--- src/rtl/alu_pkg.sv ---
// Shared definitions for the 16-bit ALU and its issue controller.
package alu_pkg;

    localparam int unsigned DW = 16;

    // Opcodes shared with the ALU; the issue controller forwards them untouched
    localparam logic [3:0] OP_NOP = 4'h0;
    localparam logic [3:0] OP_ADD = 4'h1;
    localparam logic [3:0] OP_SUB = 4'h2;
    localparam logic [3:0] OP_AND = 4'h3;
    localparam logic [3:0] OP_OR  = 4'h4;
    localparam logic [3:0] OP_XOR = 4'h5;
    localparam logic [3:0] OP_SHL = 4'h6;
    localparam logic [3:0] OP_SHR = 4'h7;

    typedef enum logic [1:0] {
        IDLE  = 2'd0,
        ISSUE = 2'd1,
        WAIT  = 2'd2,
        RESP  = 2'd3
    } issue_state_e;

endpackage

--- src/rtl/alu_cmd_fifo.sv ---
// Synchronous command FIFO with full/empty flags; head entry is readable combinationally.
module alu_cmd_fifo #(
    parameter int unsigned DEPTH = 4,
    parameter int unsigned W     = 36
) (
    input  logic         CLK,
    input  logic         RST,
    input  logic         push,
    input  logic         pop,
    input  logic [W-1:0] wdata,
    output logic [W-1:0] rdata,
    output logic         full,
    output logic         empty
);

    localparam int unsigned AW   = $clog2(DEPTH);
    localparam int unsigned CNTW = AW + 1;

    logic [W-1:0]    mem [DEPTH];
    logic [AW-1:0]   wr_ptr;
    logic [AW-1:0]   rd_ptr;
    logic [CNTW-1:0] count;

    // Storage is not reset; only the pointers and count define validity
    always_ff @(posedge CLK) begin
        if (push) begin
            mem[wr_ptr] <= wdata;
        end
    end

    always_ff @(posedge CLK) begin
        if (RST) begin
            wr_ptr <= '0;
            rd_ptr <= '0;
            count  <= '0;
        end else begin
            if (push) begin
                wr_ptr <= wr_ptr + AW'(1);
            end
            if (pop) begin
                rd_ptr <= rd_ptr + AW'(1);
            end
            count <= count + CNTW'(push) - CNTW'(pop);
        end
    end

    assign rdata = mem[rd_ptr];
    assign full  = (count == CNTW'(DEPTH));
    assign empty = (count == '0);

endmodule

--- src/rtl/alu_issue_ctrl.sv ---
// In-order, single-in-flight issue stage for the ALU with a buffered command port.
// Optional statistics counters are enabled by defining ALU_ISSUE_STATS_EN.
module alu_issue_ctrl #(
    parameter int unsigned FIFO_DEPTH  = 4,
    parameter int unsigned ALU_LATENCY = 2,
    parameter int unsigned DW          = alu_pkg::DW
) (
    input  logic          CLK,
    input  logic          RST,
    input  logic          cmd_valid,
    output logic          cmd_ready,
    input  logic [3:0]    cmd_opcode,
    input  logic [DW-1:0] cmd_a,
    input  logic [DW-1:0] cmd_b,
    output logic          alu_enable,
    output logic [3:0]    alu_opcode,
    output logic [DW-1:0] alu_data_a,
    output logic [DW-1:0] alu_data_b,
    input  logic [DW-1:0] alu_results,
    input  logic          alu_cf,
    output logic          rsp_valid,
    input  logic          rsp_ready,
    output logic [DW-1:0] rsp_result,
`ifdef ALU_ISSUE_STATS_EN
    output logic [15:0]   stat_issued,
    output logic [15:0]   stat_carry,
`endif
    output logic          rsp_cf
);

    import alu_pkg::*;

    localparam int unsigned CW  = 4 + 2 * DW;
    localparam int unsigned WCW = (ALU_LATENCY > 1) ? $clog2(ALU_LATENCY) : 1;

    issue_state_e   state_q;
    issue_state_e   state_d;
    logic [WCW-1:0] wcnt_q;

    logic           fifo_push;
    logic           fifo_pop;
    logic           fifo_full;
    logic           fifo_empty;
    logic [CW-1:0]  fifo_rdata;
    logic [CW-1:0]  issue_word_c;
    logic           cmd_avail_c;
    logic           capture_c;

    assign cmd_ready = !fifo_full;
    assign fifo_push = cmd_valid && !fifo_full;
    assign fifo_pop  = (state_q == ISSUE);

    alu_cmd_fifo #(
        .DEPTH (FIFO_DEPTH),
        .W     (CW)
    ) u_fifo (
        .CLK   (CLK),
        .RST   (RST),
        .push  (fifo_push),
        .pop   (fifo_pop),
        .wdata ({cmd_opcode, cmd_a, cmd_b}),
        .rdata (fifo_rdata),
        .full  (fifo_full),
        .empty (fifo_empty)
    );

    // A command pushed during the RESP handshake into an empty FIFO is not yet in storage
    assign cmd_avail_c  = !fifo_empty || fifo_push;
    assign issue_word_c = fifo_empty ? {cmd_opcode, cmd_a, cmd_b} : fifo_rdata;
    assign capture_c    = (state_q == WAIT) && (state_d == RESP);

    always_comb begin
        state_d = state_q;
        case (state_q)
            IDLE: begin
                if (!fifo_empty) begin
                    state_d = ISSUE;
                end
            end
            ISSUE: begin
                state_d = WAIT;
            end
            WAIT: begin
                if (wcnt_q == WCW'(ALU_LATENCY - 1)) begin
                    state_d = RESP;
                end
            end
            RESP: begin
                if (rsp_ready) begin
                    state_d = cmd_avail_c ? ISSUE : IDLE;
                end
            end
            default: begin
                state_d = IDLE;
            end
        endcase
    end

    always_ff @(posedge CLK) begin
        if (RST) begin
            state_q    <= IDLE;
            wcnt_q     <= '0;
            alu_enable <= 1'b0;
            alu_opcode <= '0;
            alu_data_a <= '0;
            alu_data_b <= '0;
            rsp_valid  <= 1'b0;
            rsp_result <= '0;
            rsp_cf     <= 1'b0;
        end else begin
            state_q    <= state_d;
            alu_enable <= (state_d == ISSUE);
            wcnt_q     <= (state_q == WAIT) ? wcnt_q + WCW'(1) : '0;
            // Operands stay put until the next issue so the ALU sees them through WAIT
            if (state_d == ISSUE) begin
                {alu_opcode, alu_data_a, alu_data_b} <= issue_word_c;
            end
            if (capture_c) begin
                rsp_valid  <= 1'b1;
                rsp_result <= alu_results;
                rsp_cf     <= alu_cf;
            end else if ((state_q == RESP) && rsp_ready) begin
                rsp_valid  <= 1'b0;
            end
        end
    end

`ifdef ALU_ISSUE_STATS_EN
    // Saturating event counters
    always_ff @(posedge CLK) begin
        if (RST) begin
            stat_issued <= '0;
            stat_carry  <= '0;
        end else begin
            if ((state_q == ISSUE) && (stat_issued != 16'hFFFF)) begin
                stat_issued <= stat_issued + 16'd1;
            end
            if (capture_c && alu_cf && (stat_carry != 16'hFFFF)) begin
                stat_carry <= stat_carry + 16'd1;
            end
        end
    end
`endif

endmodule
--- config.mk ---
export PLATFORM = sky130hd
export DESIGN_NAME = alu_issue_ctrl
export DESIGN_NICKNAME = d
export VERILOG_FILES = /design/src/rtl/alu_pkg.sv /design/src/rtl/alu_cmd_fifo.sv /design/src/rtl/alu_issue_ctrl.sv
export SDC_FILE = /design/constraint.sdc
export NUM_CORES = 1
export LEC_CHECK = 0
export CELL_PAD_IN_SITES_DETAIL_PLACEMENT = 0
export CELL_PAD_IN_SITES_GLOBAL_PLACEMENT = 1
export CORE_MARGIN = 2
export CORE_UTILIZATION = 53
export DETAILED_ROUTE_END_ITERATION = 8
export DONT_BUFFER_PORTS = 1
export GPL_TIMING_DRIVEN = 0
export PLACE_DENSITY = 0.9
export REMOVE_ABC_BUFFERS = 1
export SLEW_MARGIN = 10
export SYNTH_ARGS = -nofsm -noshare
export SYNTH_HDL_FRONTEND = slang
export SYNTH_SLANG_ARGS = --single-unit
--- constraint.sdc ---
create_clock -name CLK -period 2.45 [get_ports CLK]
set_input_delay 0.49 -clock CLK [delete_from_list [all_inputs] [get_ports CLK]]
set_output_delay 0.49 -clock CLK [all_outputs]
set_load 0.01 [all_outputs]
==> run metrics, run 1 <==
CP max FO 43; Req. time, crit path 2.85 ns; Root Driver clkbuf_16; sw frac 31.4%; gr usage total 19.9%; final setup violation count 0; Post-CTS Hold Buffers 0; Max-cap violations 0; CTS tree built; Yosys Warn Count 0; fill cell total of the finished layout 1,170; critical path cell sequence or3_4 > buf_16 > a22o_2 > buf_12 > a211oi_1; commonest non-fill, non-tap cell in the layout edfxtp_1; register area share after synthesis 66.8%; post-CTS setup buffer count 0; setup slack after placement 0.106 ns; cell count after synthesis 511; internal cell power 7.76 mW; XOR/XNOR Fraction of Synth Area 0.413%; most frequent cells in the layout 144 x edfxtp_1, 65 x dfxtp_1, 36 x mux4_2, 36 x mux2i_1, 36 x nand2_1; WL per Instance 23.5 µm; H-tree lvl count 1; via/cell ratio 6.23; share of cells above drive strength 1 23.0%; IO Pins 113; Slew headroom 49.4%; fin cells 729; DPL Wire Length 10.0 mm; GRT Residual Overflow 0; Period Utilization, post-route 95.9%; detailed-route via count 4,545; #FFs+latches synth 211; Critical-path top delay cell or3_4; antenna viol nets, final 0; placed insts 692; gpl congestion 0.704; simple-gate area share of the yosys netlist 3.75%; CP Capture Type register; DRC Markers 0; Crit path largest cell delay 0.63 ns; largest family of logic cells by synthesized area multiplexers; Total Routed Length 17.1 mm; FF/Latch Area 5670 µm²; clock-pin slew on the worst setup and hold paths 0.06 ns; TritonCTS buffer count 21; clk_skew 0.00828 ns; CTS resizes 0; Slew Limit Fails 0; largest net degree at the start of global routing 66; synth unique cells 36; footprint of the multi-input gates 2530 µm²; clock buffer depth 3; vias in the first global route 4,776; ANT cells 0; mapped cell area 8480 µm²; leakage power 3.04 nW; syn avg cell area 16.6 µm²; clk sinks 211; number of enable flip-flop cells after synthesis 144; final hold vios 0; RSZ-0062 raised after global routing false; Power Dens Cells 1200 nW/µm²; worst slew pin tran 0.760 ns; Async S/R FF share, synth 0%; critical path class register to register; post-synthesis mux area share 13.8%; nets 563; Clock power frac 26.8%; Final min period 2.35 ns; post-synthesis adder-cell area fraction 1.12%; Die Height 130 µm; Placed Area 8730 µm²; FP Rows 46; Data arrival, critical path 2.75 ns; Worst-Skew Late Latency 0.49 ns; Die ar. 17,000 µm²; Pre-antenna DRT Iters 5; first-pass GRT wire length 26.1 mm; Setup WS post-layout 0.101 ns; die width 130 µm; Starting Density 53.7%; IO buf count 0; DRT iter0 DRCs 297; Layout area overhead 10.7%; Hold/Removal Path Class primary input to register; Peak VDD IR 0.690 mV; most used flip-flop cell after synthesis edfxtp_1; core area 15,800 µm²; Finished Cell Area 9380 µm²; initial antenna violation count 0; Max Fclk 426 MHz; Reg power frac 43.5%; CP startpoint kind register; Synth Area in Compound Gates 10.5%; Comb pwr share 29.7%; outcome finished, final reports clean; Switch Pwr 3.55 mW
[Yosys cell counts (all sizes together) (3+ instances only)]
master / n / share of area [%]
ha: 6 / 0.89
a211oi: 36 / 5.0
nor2b: 4 / 0.30
edfxtp: 144 / 51
xnor2: 3 / 0.31
a221oi: 36 / 4.0
buf: 29 / 2.5
mux2i: 36 / 4.3
inv: 9 / 0.40
a21oi: 21 / 1.2
dfxtp: 67 / 16
nand2: 36 / 1.6
mux4: 36 / 9.6
clkbuf: 15 / 0.66
nor2: 10 / 0.44
and3: 5 / 0.37
[power by group through the flow]
stage	clock (mW)	sequential, mW	combinational, mW
after floorplan	0	4.84	2.58
after global placement	0	5.13	2.76
after detailed placement	0	5.00	3.34
after CTS	3.07	4.94	3.37
after global routing	3.20	5.01	3.61
final	3.03	4.92	3.36
[area by class of cell]
cell class,count,area share (%)
Sequential cell,211,60.4
Multi-Input combinational cell,247,27.0
Clock buffer,33,6.73
Tap cell,216,2.88
Timing Repair Buffer,9,2.40
Inverter,9,0.360
Clock inverter,4,0.213
[final timing paths]
check / start / slack, ns / cells past startpoint / to
hold / removal: RST / 0.08 / 1 / rsp_result[6]$_SDFFE_PP0P_
setup reg to reg: u_fifo.count[1]$_SDFF_PP0_ / 0.10 / 5 / alu_opcode[2]$_SDFFE_PP0P_
setup / recovery: u_fifo.count[1]$_SDFF_PP0_ / 0.10 / 5 / alu_opcode[2]$_SDFFE_PP0P_
hold reg to reg: rsp_result[11]$_SDFFE_PP0P_ / 0.50 / 2 / rsp_result[11]$_SDFFE_PP0P_
[critical path: cells and delay by family, from the launching register on]
kind	cells	cell delay, ns
AOI/OAI and AO/OA	2	0.71
DFF	1	0.36
buffers and inverters	2	0.54
and+or+nand+nor	1	0.63
[logic make-up after synthesis]
kind of cell	Yosys count
flops	211
xor+xnor	4
buf+inv	53
mux	72
simple gates	67
fa+ha+maj	7
compound gates	97
[through the flow]
stage	util (%)	hold slack [ns]	TNS (ns)	power (mW)
6_report	59.5	0.0763	0	11.3
5_1_grt	59.5	0.0450	0	11.8
3_3_place_gp	53.8	0.487	-144.41	7.89
4_1_cts	59.5	0.0511	0	11.4
2_1_floorplan	-	0.474	-50.35	7.42
3_5_place_dp	55.4	0.489	0	8.34
[layer usage]
metal | track usage, % | vias to the layer above | share of wire, %
li1 | - | 2012 | -
met5 | 0 | - | 0
met2 | 33.0 | 183 | 49
met3 | 5.62 | 20 | 8.9
met1 | 26.9 | 2330 | 41
met4 | 4.01 | 0 | 1.1
[state kept, by name (all words and copies together) (netlist names), named ones only]
signal / count
alu_opcode: 4
alu_enable: 1
wcnt_q: 1
alu_data_b: 16
rsp_result: 16
u_fifo.wr_ptr: 2
u_fifo.mem: 144
alu_data_a: 16
u_fifo.count: 3
rsp_valid: 1
u_fifo.rd_ptr: 2
rsp_cf: 1
state_q: 2
No activity file was read; power rests on OpenSTA's default activity.
==> inputs of run 2 (changes only) <==
REMOVE_ABC_BUFFERS = not set   (was 1)
==> run 2 against run 1 <==
Clock skew is essentially flat. First-iteration DRC count grew 9.8%. Maximum frequency grew 15%. Critical path type unchanged. Non-clock buffer count grew 39. Wire length grew 3.5%. Worst setup slack gained 0.30 ns. Sequential share of layout area shrank 1.4 points. Total power grew 4.5%. Via count grew 3.9%. Largest cell class unchanged. Hold slack gained 0.015 ns. Clock-buffer cell count shrank 4. Critical endpoint is now u_fifo.count[2]$_SDFF_PP0_. Clock power grew 12%.
==> run metrics, run 2 (same netlist as run 1, synthesis figures left out) <==
outcome finished, final reports clean; Comb pwr share 31.6% (+1.9 points); most frequent cells in the layout 144 x edfxtp_1, 67 x dfxtp_1, 36 x mux4_2, 36 x mux2i_1, 36 x nand2_1; critical path class register to register; Setup WS post-layout 0.400 ns (+0.299 ns); critical path cell sequence buf_2 > nor2b_1 > ha_1 > inv_1 > ha_1 > fa_1 > xnor2_1 > xnor2_1 > nor2_1; first-pass GRT wire length 26.9 mm (+3.1%); detailed-route via count 4,722 (+3.9%); via/cell ratio 6.12 (-1.8%); CP startpoint kind register; Root Driver clkbuf_16; clk_skew 0.00816 ns (-0.000117 ns); Synth Net Count 575; gpl congestion 0.733 (+4.2%); CP max FO 10 (-77%); IO Pins 113 (unchanged); final hold vios 0 (unchanged); Clock power frac 28.6% (+1.8 points); DRT iter0 DRCs 326 (+9.8%); Layout area overhead 13.2%; nets 603 (+7.1%); Total Routed Length 17.7 mm (+3.5%); commonest non-fill, non-tap cell in the layout edfxtp_1; Crit path largest cell delay 0.38 ns (-0.25 ns); gr usage total 21.0% (+1.1 points); fin cells 771 (+5.8%); Post-CTS Hold Buffers 0 (unchanged); Max-cap violations 0 (unchanged); vias in the first global route 4,834 (+1.2%); TritonCTS buffer count 22 (+4.8%); GRT Residual Overflow 0 (unchanged); FP Rows 46 (unchanged); H-tree lvl count 1 (unchanged); DRC Markers 0 (unchanged); post-CTS setup buffer count 0 (unchanged); clock-pin slew on the worst setup and hold paths 0.06 ns (about the same); Peak VDD IR 0.519 mV (-25%); Die Height 130 µm (unchanged); Finished Cell Area 9600 µm² (+2.3%); Critical-path top delay cell fa_1; antenna viol nets, final 0 (unchanged); CP Capture Type register; setup slack after placement 0.399 ns (+0.293 ns); Placed Area 8830 µm² (+1.1%); final setup violation count 0 (unchanged); Die ar. 17,000 µm² (unchanged); RSZ-0062 raised after global routing false; clk sinks 211 (unchanged); die width 130 µm (unchanged); Switch Pwr 3.68 mW (+3.6%); Power Dens Cells 1230 nW/µm² (+2.2%); Max Fclk 488 MHz (+15%); ANT cells 0 (unchanged); CTS resizes 0 (unchanged); Slew headroom 47.2% (-2.2 points); core area 15,800 µm² (unchanged); Slew Limit Fails 0 (unchanged); WL per Instance 23.0 µm (-2.2%); CTS tree built; Starting Density 53.7% (unchanged); Final min period 2.05 ns (-0.299 ns); largest register by flop count u_fifo.mem; clock buffer depth 3 (unchanged); Pre-antenna DRT Iters 4 (-1); Period Utilization, post-route 83.7% (-12 points); placed insts 731 (+5.6%); WP buf/inv 2 (unchanged); share of cells above drive strength 1 25.2% (+2.2 points); leakage power 3.17 nW (+4.6%); worst slew pin tran 0.792 ns (+0.0324 ns); sw frac 31.1% (-0.27 points); Data arrival, critical path 2.42 ns (-0.33 ns); DPL Wire Length 11.7 mm (+17%); Worst-Skew Late Latency 0.49 ns (about the same); IO buf count 0 (unchanged); Hold/Removal Path Class primary input to register; minimum hold slack 0.0908 ns (+0.0145 ns); largest net degree at the start of global routing 23 (-65%); internal cell power 8.14 mW (+4.9%); max FFs per register 144 (unchanged); initial antenna violation count 0 (unchanged); CP top delay family adder cells; Reg power frac 39.7% (-3.8 points); Req. time, crit path 2.82 ns (-0.03 ns)
run 2: path summary, 6_finish.rpt:
check                                    from                           to  slack, ns  cells past startpoint
hold / removal                       cmd_a[6]  u_fifo.mem[0][22]$_DFFE_PP_       0.09                      0
setup / recovery        state_q[0]$_SDFF_PP0_   u_fifo.count[2]$_SDFF_PP0_       0.40                      9
setup reg to reg        state_q[0]$_SDFF_PP0_   u_fifo.count[2]$_SDFF_PP0_       0.40                      9
hold reg to reg   rsp_result[15]$_SDFFE_PP0P_  rsp_result[15]$_SDFFE_PP0P_       0.51                      2
run 2: layout make-up:
cell class	instances	area, µm²
buffer	44	264
tap	216	270
inverter	9	33.8
sequential	211	5670
timing repair buffer	4	80.1
multi-input combinational	247	2520
clock buffer	29	648
fill	1187	6170
clock inverter	11	118
run 2: worst reg2reg max path: cells and delay by family, from the launching register on:
kind | cells | cell delay, ns
flip-flops | 1 | 0.30
XOR/XNOR | 2 | 0.34
AND/OR/NAND/NOR | 2 | 0.22
buffers and inverters | 2 | 0.21
adder cells (fa/ha/maj) | 3 | 0.85
run 2: metrics by stage:
stage          util, %  setup TNS (ns)  power [mW]
6_report          60.9               0        11.8
3_5_place_dp      56.0               0        8.53
4_1_cts           60.9               0        11.9
3_3_place_gp      55.5          -38.75        8.34
2_1_floorplan        -               0        7.68
5_1_grt           60.9               0        12.4
run 2: power groups by stage:
| stage | Clock [mW] | Sequential, mW | Combinational (mW) |
|---|---|---|---|
| 2_1_floorplan | 0 | 4.66 | 3.02 |
| 3_5_place_dp | 0 | 4.77 | 3.76 |
| 3_3_place_gp | 0 | 4.75 | 3.58 |
| 6_report | 3.38 | 4.70 | 3.74 |
| 4_1_cts | 3.44 | 4.70 | 3.79 |
| 5_1_grt | 3.58 | 4.74 | 4.05 |
run 2: routing by layer:
metal | routed length (µm) | global-route usage [%]
met1 | 6770 | 26.1
met2 | 9060 | 36.5
met3 | 1520 | 5.99
met4 | 354 | 5.88
met5 | 0 | 0
==> inputs of run 3 (changes only) <==
clock period = 2.15 ns   (was 2.45 ns; I/O delays follow)
==> run 3 against run 2 <==
Sequential cell count unchanged. Via count about the same. Core utilization about the same. Highest routed layer unchanged.
==> run metrics, run 3 (same netlist as run 1, synthesis figures left out) <==
critical path class register to register; gpl congestion 0.733 (unchanged); IO buf count 0 (unchanged); FP Rows 46 (unchanged); fill cell total of the finished layout 1,188 (+0.084%); max FFs per register 144 (unchanged); die width 130 µm (unchanged); DPL Wire Length 11.7 mm (unchanged); Finished Cell Area 9600 µm² (about the same); setup TNS 0 ns (unchanged); CP startpoint kind register; Slew headroom 47.3% (+0.083 points); Slew Limit Fails 0 (unchanged); commonest non-fill, non-tap cell in the layout edfxtp_1; DRC Markers 0 (unchanged); DRT iter0 DRCs 344 (+5.5%); critical path cell sequence buf_2 > buf_1 > mux4_2 > mux2i_1 > a211oi_2; detailed-route via count 4,719 (-0.064%); Req. time, crit path 2.50 ns (-0.32 ns); Data arrival, critical path 2.39 ns (-0.03 ns); largest net degree at the start of global routing 23 (unchanged); worst slew pin tran 0.791 ns (-0.00125 ns); CP top delay family buffers and inverters; largest register by flop count u_fifo.mem; leakage power 3.18 nW (+0.12%); Max-cap violations 0 (unchanged); via/cell ratio 6.12 (about the same); CP max FO 10 (unchanged); Pre-antenna DRT Iters 5 (+1); clk_skew 0.00833 ns (+0.000172 ns); TritonCTS buffer count 22 (unchanged); Period Utilization, post-route 95.2% (+12 points); clk sinks 211 (unchanged); outcome finished, final reports clean; Starting Density 53.7% (unchanged); first-pass GRT wire length 26.9 mm (unchanged); antenna viol nets, final 0 (unchanged); Max Fclk 489 MHz (+0.18%); share of cells above drive strength 1 25.6% (+0.36 points); ANT cells 0 (unchanged); vias in the first global route 4,834 (unchanged); Final min period 2.05 ns (-0.00364 ns); Setup WS post-layout 0.103 ns (-0.296 ns); Power Dens Cells 1400 nW/µm² (+14%); initial antenna violation count 0 (unchanged); Worst-Skew Late Latency 0.49 ns (about the same); H-tree lvl count 1 (unchanged); Synth Net Count 575 (unchanged); Die ar. 17,000 µm² (unchanged); WP buf/inv 2 (unchanged); Die Height 130 µm (unchanged); GRT Residual Overflow 0 (unchanged); Layout area overhead 13.3% (about the same); most frequent cells in the layout 144 x edfxtp_1, 67 x dfxtp_1, 36 x mux4_2, 36 x mux2i_1, 36 x nand2_1; CTS resizes 0 (unchanged); post-CTS setup buffer count 0 (unchanged); Total Routed Length 17.7 mm (about the same); nets 603 (unchanged); final setup violation count 0 (unchanged); Post-CTS Hold Buffers 0 (unchanged); WL per Instance 23.0 µm (about the same); CTS tree built; Hold/Removal Path Class primary input to register; core area 15,800 µm² (unchanged); RSZ-0062 raised after global routing true; gr usage total 21.0% (unchanged); Root Driver clkbuf_16; clock buffer depth 3 (unchanged); CP Capture Type register; IO Pins 113 (unchanged); Crit path largest cell delay 0.55 ns (+0.17 ns); clock-pin slew on the worst setup and hold paths 0.06 ns (about the same); setup slack after placement 0.0992 ns (-0.300 ns); Placed Area 8830 µm² (unchanged); Peak VDD IR 0.596 mV (+15%); Critical-path top delay cell buf_1; final hold vios 0 (unchanged)
[run 3: worst paths after layout]
check / start / to / slack (ns) / depth (start not counted)
worst max register to register: register / alu_data_b[0]$_SDFFE_PP0P_ / 0.10 / 5
worst min-delay path: cmd_a[6] / u_fifo.mem[0][22]$_DFFE_PP_ / 0.03 / 0
worst min register to register: rsp_result[15]$_SDFFE_PP0P_ / rsp_result[15]$_SDFFE_PP0P_ / 0.51 / 2
worst max-delay path: register / alu_data_b[0]$_SDFFE_PP0P_ / 0.10 / 5
[run 3: layout make-up]
type,instances,area [µm²],area share [%]
well taps,216,270,2.81
inverters,9,33.8,0.352
multi-input cells,247,2520,26.2
clock inverters,11,118,1.22
repair buffers,4,80.1,0.834
clock buffers,29,648,6.75
plain buffers,44,268,2.79
flip-flops and latches,211,5670,59.0
[run 3: routing by layer]
layer / GRT usage (%) / wire length, µm / vias to the layer above / part of all wire [%]
li1: - / - / 2087 / -
met1: 26.1 / 6740 / 2409 / 38
met2: 36.5 / 9000 / 191 / 51
met3: 5.99 / 1590 / 32 / 9.0
met4: 5.88 / 379 / 0 / 2.1
met5: 0 / 0 / - / 0
[run 3: worst register-to-register path: cells and delay by family (launching register included)]
kind	cells	cell delay, ns
buffers and inverters	2	0.83
multiplexers	2	0.66
flip-flops	1	0.30
AO/OA/AOI/OAI	1	0.12
[run 3: where the power goes]
part / total, mW / switching, mW / internal (mW)
clock network: 3.86 / 1.49 / 2.37
registers: 5.35 / 0.421 / 4.93
logic: 4.28 / 2.29 / 1.99
total: 13.5 / 4.20 / 9.28
[run 3: stage by stage]
step / utilization [%] / power (mW) / hold slack, ns / cells
2_1_floorplan: - / 8.75 / 0.481 / 511
3_3_place_gp: 55.5 / 9.50 / 0.493 / 727
3_5_place_dp: 56.0 / 9.72 / 0.498 / 731
4_1_cts: 60.9 / 13.6 / 0.0131 / 771
5_1_grt: 60.9 / 14.1 / 0.00671 / 771
6_report: 60.9 / 13.5 / 0.0304 / 771
